### config.mk
export PLATFORM = sky130hd
export DESIGN_NAME = lsu
export DESIGN_NICKNAME = d
export VERILOG_FILES = /design/src/rtl/lsu.sv
export SDC_FILE = /design/constraint.sdc
export NUM_CORES = 1
export LEC_CHECK = 0
export ABC_CLOCK_PERIOD_IN_PS = 2800
export CELL_PAD_IN_SITES_DETAIL_PLACEMENT = 1
export CELL_PAD_IN_SITES_GLOBAL_PLACEMENT = 1
export CORE_MARGIN = 4
export CORE_UTILIZATION = 35
export DETAILED_ROUTE_END_ITERATION = 8
export PLACE_DENSITY = 0.84
export SLEW_MARGIN = 25
export SYNTH_ARGS = -nofsm -noshare
export SYNTH_HDL_FRONTEND = slang
export SYNTH_SLANG_ARGS = --single-unit
### constraint.sdc
create_clock -name clk -period 2.8 [get_ports clk]
set_clock_uncertainty 0.15 [all_clocks]
set_input_delay 0.7 -clock clk [delete_from_list [all_inputs] [get_ports clk]]
set_output_delay 0.7 -clock clk [all_outputs]
set_load 0.02 [all_outputs]
### src/rtl/lsu.sv
// Load/store unit: one access at a time against a single-cycle data memory.
// Define LSU_BYTE_EN to add byte loads and read-modify-write byte stores.
module lsu #(
  parameter int ADDR_W = 16,
  parameter int DATA_W = 16
) (
  input  logic              clk,
  input  logic              rst_n,
  input  logic              req_valid,
  output logic              req_ready,
  input  logic              req_we,
  input  logic              req_byte,
  input  logic              req_signed,
  input  logic [ADDR_W-1:0] req_addr,
  input  logic [DATA_W-1:0] req_wdata,
  output logic              resp_valid,
  input  logic              resp_ready,
  output logic [DATA_W-1:0] resp_rdata,
  output logic              resp_err,
  output logic [ADDR_W-1:0] mem_addr,
  output logic [DATA_W-1:0] mem_wdata,
  output logic              mem_write,
  output logic              mem_read,
  input  logic [DATA_W-1:0] mem_rdata
);

  typedef enum logic [1:0] {IDLE, RD, WR, RESP} state_t;

  state_t            state_q, state_d;
  logic [ADDR_W-1:0] addr_q, addr_d;
  logic [DATA_W-1:0] wdata_q, wdata_d;
  logic [DATA_W-1:0] rword_q, rword_d;
  logic              we_q, we_d;
  logic              byte_q, byte_d;
  logic              signed_q, signed_d;
  logic              err_q, err_d;

  logic              byte_in;
  logic              signed_in;
  logic [DATA_W-1:0] store_word;
  logic [DATA_W-1:0] load_word;

`ifdef LSU_BYTE_EN
  logic [7:0] lane;

  assign byte_in   = req_byte;
  assign signed_in = req_signed;
  assign lane      = addr_q[0] ? rword_q[15:8] : rword_q[7:0];
  assign load_word = byte_q ? {{8{signed_q & lane[7]}}, lane} : rword_q;
  // Byte store merges the new byte into the lane of the word just read.
  assign store_word = !byte_q   ? wdata_q :
                      addr_q[0] ? {wdata_q[7:0], rword_q[7:0]} :
                                  {rword_q[15:8], wdata_q[7:0]};
`else
  logic unused_byte_ctl;

  assign byte_in         = 1'b0;
  assign signed_in       = 1'b0;
  assign load_word       = rword_q;
  assign store_word      = wdata_q;
  assign unused_byte_ctl = ^{req_byte, req_signed, byte_q, signed_q};
`endif

  always_comb begin
    state_d  = state_q;
    addr_d   = addr_q;
    wdata_d  = wdata_q;
    rword_d  = rword_q;
    we_d     = we_q;
    byte_d   = byte_q;
    signed_d = signed_q;
    err_d    = err_q;
    case (state_q)
      IDLE: begin
        if (req_valid) begin
          addr_d   = req_addr;
          wdata_d  = req_wdata;
          we_d     = req_we;
          byte_d   = byte_in;
          signed_d = signed_in;
          err_d    = !byte_in && req_addr[0];
          if (!byte_in && req_addr[0]) state_d = RESP;
          else if (!req_we || byte_in) state_d = RD;
          else                         state_d = WR;
        end
      end
      RD: begin
        rword_d = mem_rdata;
        state_d = we_q ? WR : RESP;
      end
      WR:      state_d = RESP;
      RESP:    if (resp_ready) state_d = IDLE;
      default: state_d = IDLE;
    endcase
  end

  always_ff @(posedge clk or negedge rst_n) begin
    if (!rst_n) begin
      state_q  <= IDLE;
      addr_q   <= '0;
      wdata_q  <= '0;
      rword_q  <= '0;
      we_q     <= 1'b0;
      byte_q   <= 1'b0;
      signed_q <= 1'b0;
      err_q    <= 1'b0;
    end else begin
      state_q  <= state_d;
      addr_q   <= addr_d;
      wdata_q  <= wdata_d;
      rword_q  <= rword_d;
      we_q     <= we_d;
      byte_q   <= byte_d;
      signed_q <= signed_d;
      err_q    <= err_d;
    end
  end

  // Outputs decode straight from state so reset clears the strobes at once.
  assign req_ready  = (state_q == IDLE);
  assign mem_read   = (state_q == RD);
  assign mem_write  = (state_q == WR);
  assign mem_addr   = (state_q == RD || state_q == WR) ? addr_q : '0;
  assign mem_wdata  = (state_q == WR) ? store_word : '0;
  assign resp_valid = (state_q == RESP);
  assign resp_err   = (state_q == RESP) && err_q;
  assign resp_rdata = (state_q == RESP && !we_q && !err_q) ? load_word : '0;

endmodule

==> qor.yml, run 1 <==
synth_top_area_share_pct: 51.3
cts_buffers: 5
cts_setup_buffers: 0
cpLargestDelayFamily: "buffers and inverters"
clockPowerShare_pct: 12.7
final-seq-area_sq_um: 1280
fin_crit_sh_pct: 96.3
hold_class: "in -> async"
fillers: 738
die_h_um: 92.3
cts-resized-gates: 48
synth_area_sq_um: 2490
critPathMaxFanout: 16
p_total_mw: 4.19
yosys.cell_count.top_type: "dfrtp_1"
num_vias: 1706
antenna_found_initial: 0
io_pins: 108
required_ns: 1.95
yosys_register_bits: 51
clockRootBuffer: "clkbuf_8"
vias_per_cell: 4.41
cts.sinks: 51
core_area_sq_um: 6830
clk_path_buf_depth: 2
critPathMaxStageDelay_ns: 0.43
first_iter_violations: 27
async_reset_ff_share_pct: 100
hold_buffers: 0
synth_top_cells_by_count: "dfrtp_1 (51), and2_1 (49), mux2_4 (30)"
wire_per_inst_um: 15.5
n_antenna_cell: 0
setup_viol_count_final: 0
p_int_mw: 2.64
drc: 0
die_w_um: 92.3
syn_avg_cell_area_sq_um: 14.0
grt_max_degree: 20
multi_input_area_sq_um: 1130
holdWs_ns: 0.169
path_clk_slew_ns: 0.11
cap_violations: 0
fin_util_pct: 54.6
status: "finished, final reports clean"
instances_no_fill: 387
swShare_pct: 37.0
fmax_ghz: 0.371
nNetsFinal: 351
worstMarginPinSlew_ns: 0.416
worst-path-buf-inv: 3
rsz0062_at_grt: "false"
drtAntennaViolNets: 0
seq_area_frac_synth_pct: 51.3
cpMaxStageDelayCell: "dfrtp_1"
area_delta_synth_final_pct: 50.0
htreeDepth: 2
leakage_nw: 1.85
gp_congestion: 0.709
powerDensity_nw_per_um2: 1120
synth_edf_count: 0
start_util_pct: 36.4
maxSlewViolCount: 0
dr.pass1.iters: 3
synth_area_leaders: "dfrtp_1 (51%), mux2_4 (18%), and2_1 (12%)"
grt_pass1_vias: 1900
grt_use_total_pct: 14.4
worstSetupStartpointType: "flip-flop"
die-area_sq_um: 8520
synthesis.nets: 239
end_kind: "output pin"
std_cell_rows: 30
synthFlopType: "dfrtp_1"
ir_drop_mv: 0.437
grt.overflow.total: 0
dp.cells: 379
synthDistinctLibCells: 18
dp_hpwl_um: 4710
slew_headroom_pct: 72.2
grt_pass1_wl_um: 9850
sequentialPowerShare_pct: 31.4
worstSetupPathType: "reg -> out"
syn_inst: 178
pwr-share-comb_pct: 56.0
switching_power_mw: 1.55
setup-tns-final_ns: 0
wl_um: 6010
arrival_ns: 1.85
portBuffers: 105
cts_tree: "done"
finalHoldViolCount: 0
yosys_warnings: 0
crit_chain: "ha_1 > inv_1 > nor3_4 > buf_12 > and2_1 > dlygate4sd2_1"
fin_crit_ns: 2.70
yosysTopAreaCell: "dfrtp_1"
post_route_cells_drive_above_1_share_pct: 23.7
clkLatencyLatePin_ns: 0.29
[cell families (layout without fill, tap and decap cells)]
logic type | after synthesis | in the layout | synth area share [%]
AOI/OAI and AO/OA | 3 | 3 | 0.805
adders and majority gates | 6 | 6 | 3.02
buffers and inverters | 12 | 125 | 3.37
DFF | 51 | 51 | 51.3
muxes | 51 | 51 | 27.6
and+or+nand+nor | 55 | 55 | 13.9
[metrics by stage]
stage | instance area, sq um | worst slack [ns]
detailed placement | 3670 | 0.126
CTS | 3730 | 0.0615
floorplan | 2490 | 0.535
global placement | 3670 | 0.156
global route | 3730 | 0.00459
finish | 3730 | 0.103
[area by class of cell]
class	instances	area share, %
flip-flops and latches	51	34.2
clock buffers	5	1.84
repair buffers	113	28.8
inverters	4	0.402
clock inverters	3	1.27
well taps	96	3.22
multi-input cells	115	30.2
[routing by layer]
layer	wire length, um	part of all wire (%)	global-route usage (%)	up-vias
met5	0	0	0	-
met1	2760	46	18.8	825
met3	409	6.8	4.31	2
li1	-	-	-	808
met4	12	0.20	2.23	0
met2	2830	47	23.9	71
[sequential cells by signal, indices dropped and copies added (netlist names)]
name / flops
state_q: 2
load_word: 16
we_q: 1
store_word: 16
addr_q: 16
[power groups by stage]
stage                     sequential [mW]  combinational (mW)  clock (mW)
after floorplan                      1.26                1.60           0
final                                1.31                2.34       0.531
after detailed placement             1.33                2.62           0
after CTS                            1.32                2.40       0.546
after global routing                 1.37                2.53       0.574
after global placement               1.31                2.56           0
[worst register-to-register path, delay by kind of cell (launching register included)]
kind            cells  cell delay [ns]
simple gates        1             0.15
flops               1             0.43
fa+ha+maj           1             0.21
buf+inv             2             0.32
mux                 1             0.12
compound gates      1             0.30
[cell usage in the layout, fill, tap and decap left out, types with 2 or more instances in the layout]
cell type / netlist / layout
and2_1: 49 / 49
buf_12: 0 / 2
buf_4: 0 / 6
clkbuf_8: 0 / 5
clkdlybuf4s15_1: 0 / 4
clkdlybuf4s50_1: 0 / 56
dfrtp_1: 51 / 51
dlygate4sd2_1: 0 / 44
ha_1: 6 / 6
inv_1: 4 / 4
mux2_2: 20 / 20
mux2_4: 30 / 30
nor2_1: 2 / 2
[path summary, 6_finish.rpt]
kind	cells past startpoint	startpoint	slack, ns	to
max in group asynchronous	2	rst_n	1.71	load_word[9]
min in group clk	1	load_word[14]	0.36	load_word[14]
worst max register to register	6	state_q[1]	1.01	state_q[0]
worst max-delay path	6	state_q[1]	0.10	resp_rdata[9]
worst min-delay path	1	rst_n	0.17	addr_q[11]
worst min register to register	1	load_word[14]	0.36	load_word[14]
(Power assumes the default switching activity.)
==> inputs of run 2 (changes only) <==
CORE_ASPECT_RATIO = 0.6   (was unset)
==> qor.yml, run 2 (synthesis results as in run 1) <==
dp_hpwl_um: 5010  # was 4710 um
io_pins: 108  # unchanged
cts.sinks: 51  # unchanged
dp_slack_ns: 0.0491  # was 0.126 ns
nNetsFinal: 352  # was 351
finalHoldViolCount: 0  # unchanged
setup-tns-final_ns: 0  # unchanged
hold_class: "in -> async"  # unchanged
powerDensity_nw_per_um2: 1160  # was 1120 nW/um^2
grt_max_degree: 21  # was 20
ff2ff_setup_slack_ns: 0.85  # was 1.01 ns
first_iter_violations: 95  # was 27
drc: 0  # unchanged
clk_path_buf_depth: 2  # unchanged
fin_crit_sh_pct: 95.9  # was 96.3%
grt_pass1_vias: 1913  # was 1900
wire_per_inst_um: 17.0  # was 15.5 um
leakage_nw: 1.97  # was 1.85 nW
multi_input_area_sq_um: 1140  # was 1130 sq um
setup_ws_ns: 0.116  # was 0.103 ns
die_h_um: 73.3  # was 92.3 um
core_area_sq_um: 6790  # was 6830 sq um
fillers: 691  # was 738
arrival_ns: 1.83  # was 1.85 ns
cts_tree: "done"  # unchanged
clkLatencyLatePin_ns: 0.28  # was 0.29 ns
cap_violations: 0  # unchanged
n_antenna_cell: 0  # unchanged
drtAntennaViolNets: 0  # unchanged
ir_drop_mv: 0.438  # was 0.437 mV
die_w_um: 117  # was 92.3 um
status: "finished, final reports clean"  # unchanged
worstSetupPathType: "reg -> out"  # unchanged
rr_startpoint: "state_q[1]"  # unchanged
antenna_found_initial: 0  # unchanged
path_clk_slew_ns: 0.07  # was 0.11 ns
end_kind: "output pin"  # unchanged
r2r_end: "state_q[0]"  # unchanged
final-seq-area_sq_um: 1280  # unchanged
start_util_pct: 36.6  # was 36.4%
clockRootBuffer: "clkbuf_16"  # was clkbuf_8
setup_viol_count_final: 0  # unchanged
fin_crit_ns: 2.68  # was 2.70 ns
slew_headroom_pct: 75.9  # was 72.2%
cts_buffers: 5  # unchanged
worstSetupStartpointType: "flip-flop"  # unchanged
wl_um: 6410  # was 6010 um
gp_congestion: 0.768  # was 0.709
worstMarginPinSlew_ns: 0.362  # was 0.416 ns
htreeDepth: 2  # unchanged
grt_use_total_pct: 15.6  # was 14.4%
std_cell_rows: 23  # was 30
post_route_cells_drive_above_1_share_pct: 26.1  # was 23.7%
rsz0062_at_grt: "false"  # unchanged
grt.overflow.total: 0  # unchanged
layout_commonest_cell: "clkdlybuf4s50_1"  # unchanged
die-area_sq_um: 8560  # was 8520 sq um
fmax_ghz: 0.373  # was 0.371 GHz
vias_per_cell: 4.62  # was 4.41
area_delta_synth_final_pct: 52.8  # was 50.0%
final_cell_mix: "clkdlybuf4s50_1 (56), dfrtp_1 (51), and2_1 (49)"  # unchanged
num_vias: 1745  # was 1706
grt_pass1_wl_um: 10200  # was 9850 um
hold_buffers: 0  # unchanged
dr.pass1.iters: 4  # was 3
reg2reg_depth: 7  # was 6
fin_util_pct: 56.0  # was 54.6%
portBuffers: 105  # unchanged
required_ns: 1.95  # about the same
critPathMaxFanout: 16  # unchanged
maxSlewViolCount: 0  # unchanged
run 2: where the power goes:
part / switching (mW) / leakage [nW] / internal [mW] / total [mW]
Clock: 0.259 / 0.0759 / 0.417 / 0.676
Sequential: 0.200 / 0.603 / 1.12 / 1.32
Combinational: 1.12 / 1.29 / 1.31 / 2.43
Total: 1.58 / 1.97 / 2.85 / 4.42
run 2: layer usage:
metal / part of all wire, % / up-vias / track usage (%)
met5: 0 / - / 0
met4: 0.44 / 0 / 2.42
met3: 8.3 / 4 / 6.01
li1: - / 813 / -
met1: 46 / 866 / 20.5
met2: 45 / 62 / 25.1
run 2: layout make-up:
cell class                      count  area share [%]
Clock buffer                        5            3.29
Clock inverter                      2           0.987
Inverter                            4           0.395
Multi-Input combinational cell    115            30.0
Sequential cell                    51            33.6
Tap cell                           87            2.86
Timing Repair Buffer              114            28.9
run 2: worst max-delay path by stage:
stage | to | startpoint | slack [ns]
6_report | resp_rdata[1] | state_q[1] | 0.12
4_1_cts | mem_addr[4] | state_q[1] | 0.0007
5_1_grt | resp_rdata[1] | state_q[1] | 0.0001
3_3_place_gp | mem_addr[7] | state_q[1] | 0.06
3_5_place_dp | mem_addr[0] | state_q[1] | 0.05
2_1_floorplan | resp_rdata[10] | state_q[1] | 0.53
run 2: timing repair:
| item | in CTS | in global routing |
|---|---|---|
| gates resized for setup | 38 | 32 |
| endpoints found under the hold margin | 0 | 0 |
| setup endpoints to repair | 48 | 26 |
| buffers inserted | 0 | 0 |
run 2: critical path, cell delays in order, from the launching register on:
cell and delay [ns]:
dfrtp_1 0.41, ha_1 0.21, inv_1 0.10, nor3_4 0.22, buf_12 0.16, and2_1 0.12
dlygate4sd2_1 0.33
run 2: stage by stage:
step	cells	cell area (sq um)	hold slack, ns	total power [mW]
global placement	371	3650	0.329	3.84
CTS	378	3780	0.146	4.53
floorplan	178	2490	0.254	2.86
finish	378	3800	0.149	4.42
detailed placement	371	3650	0.338	3.93
global route	378	3800	0.155	4.73
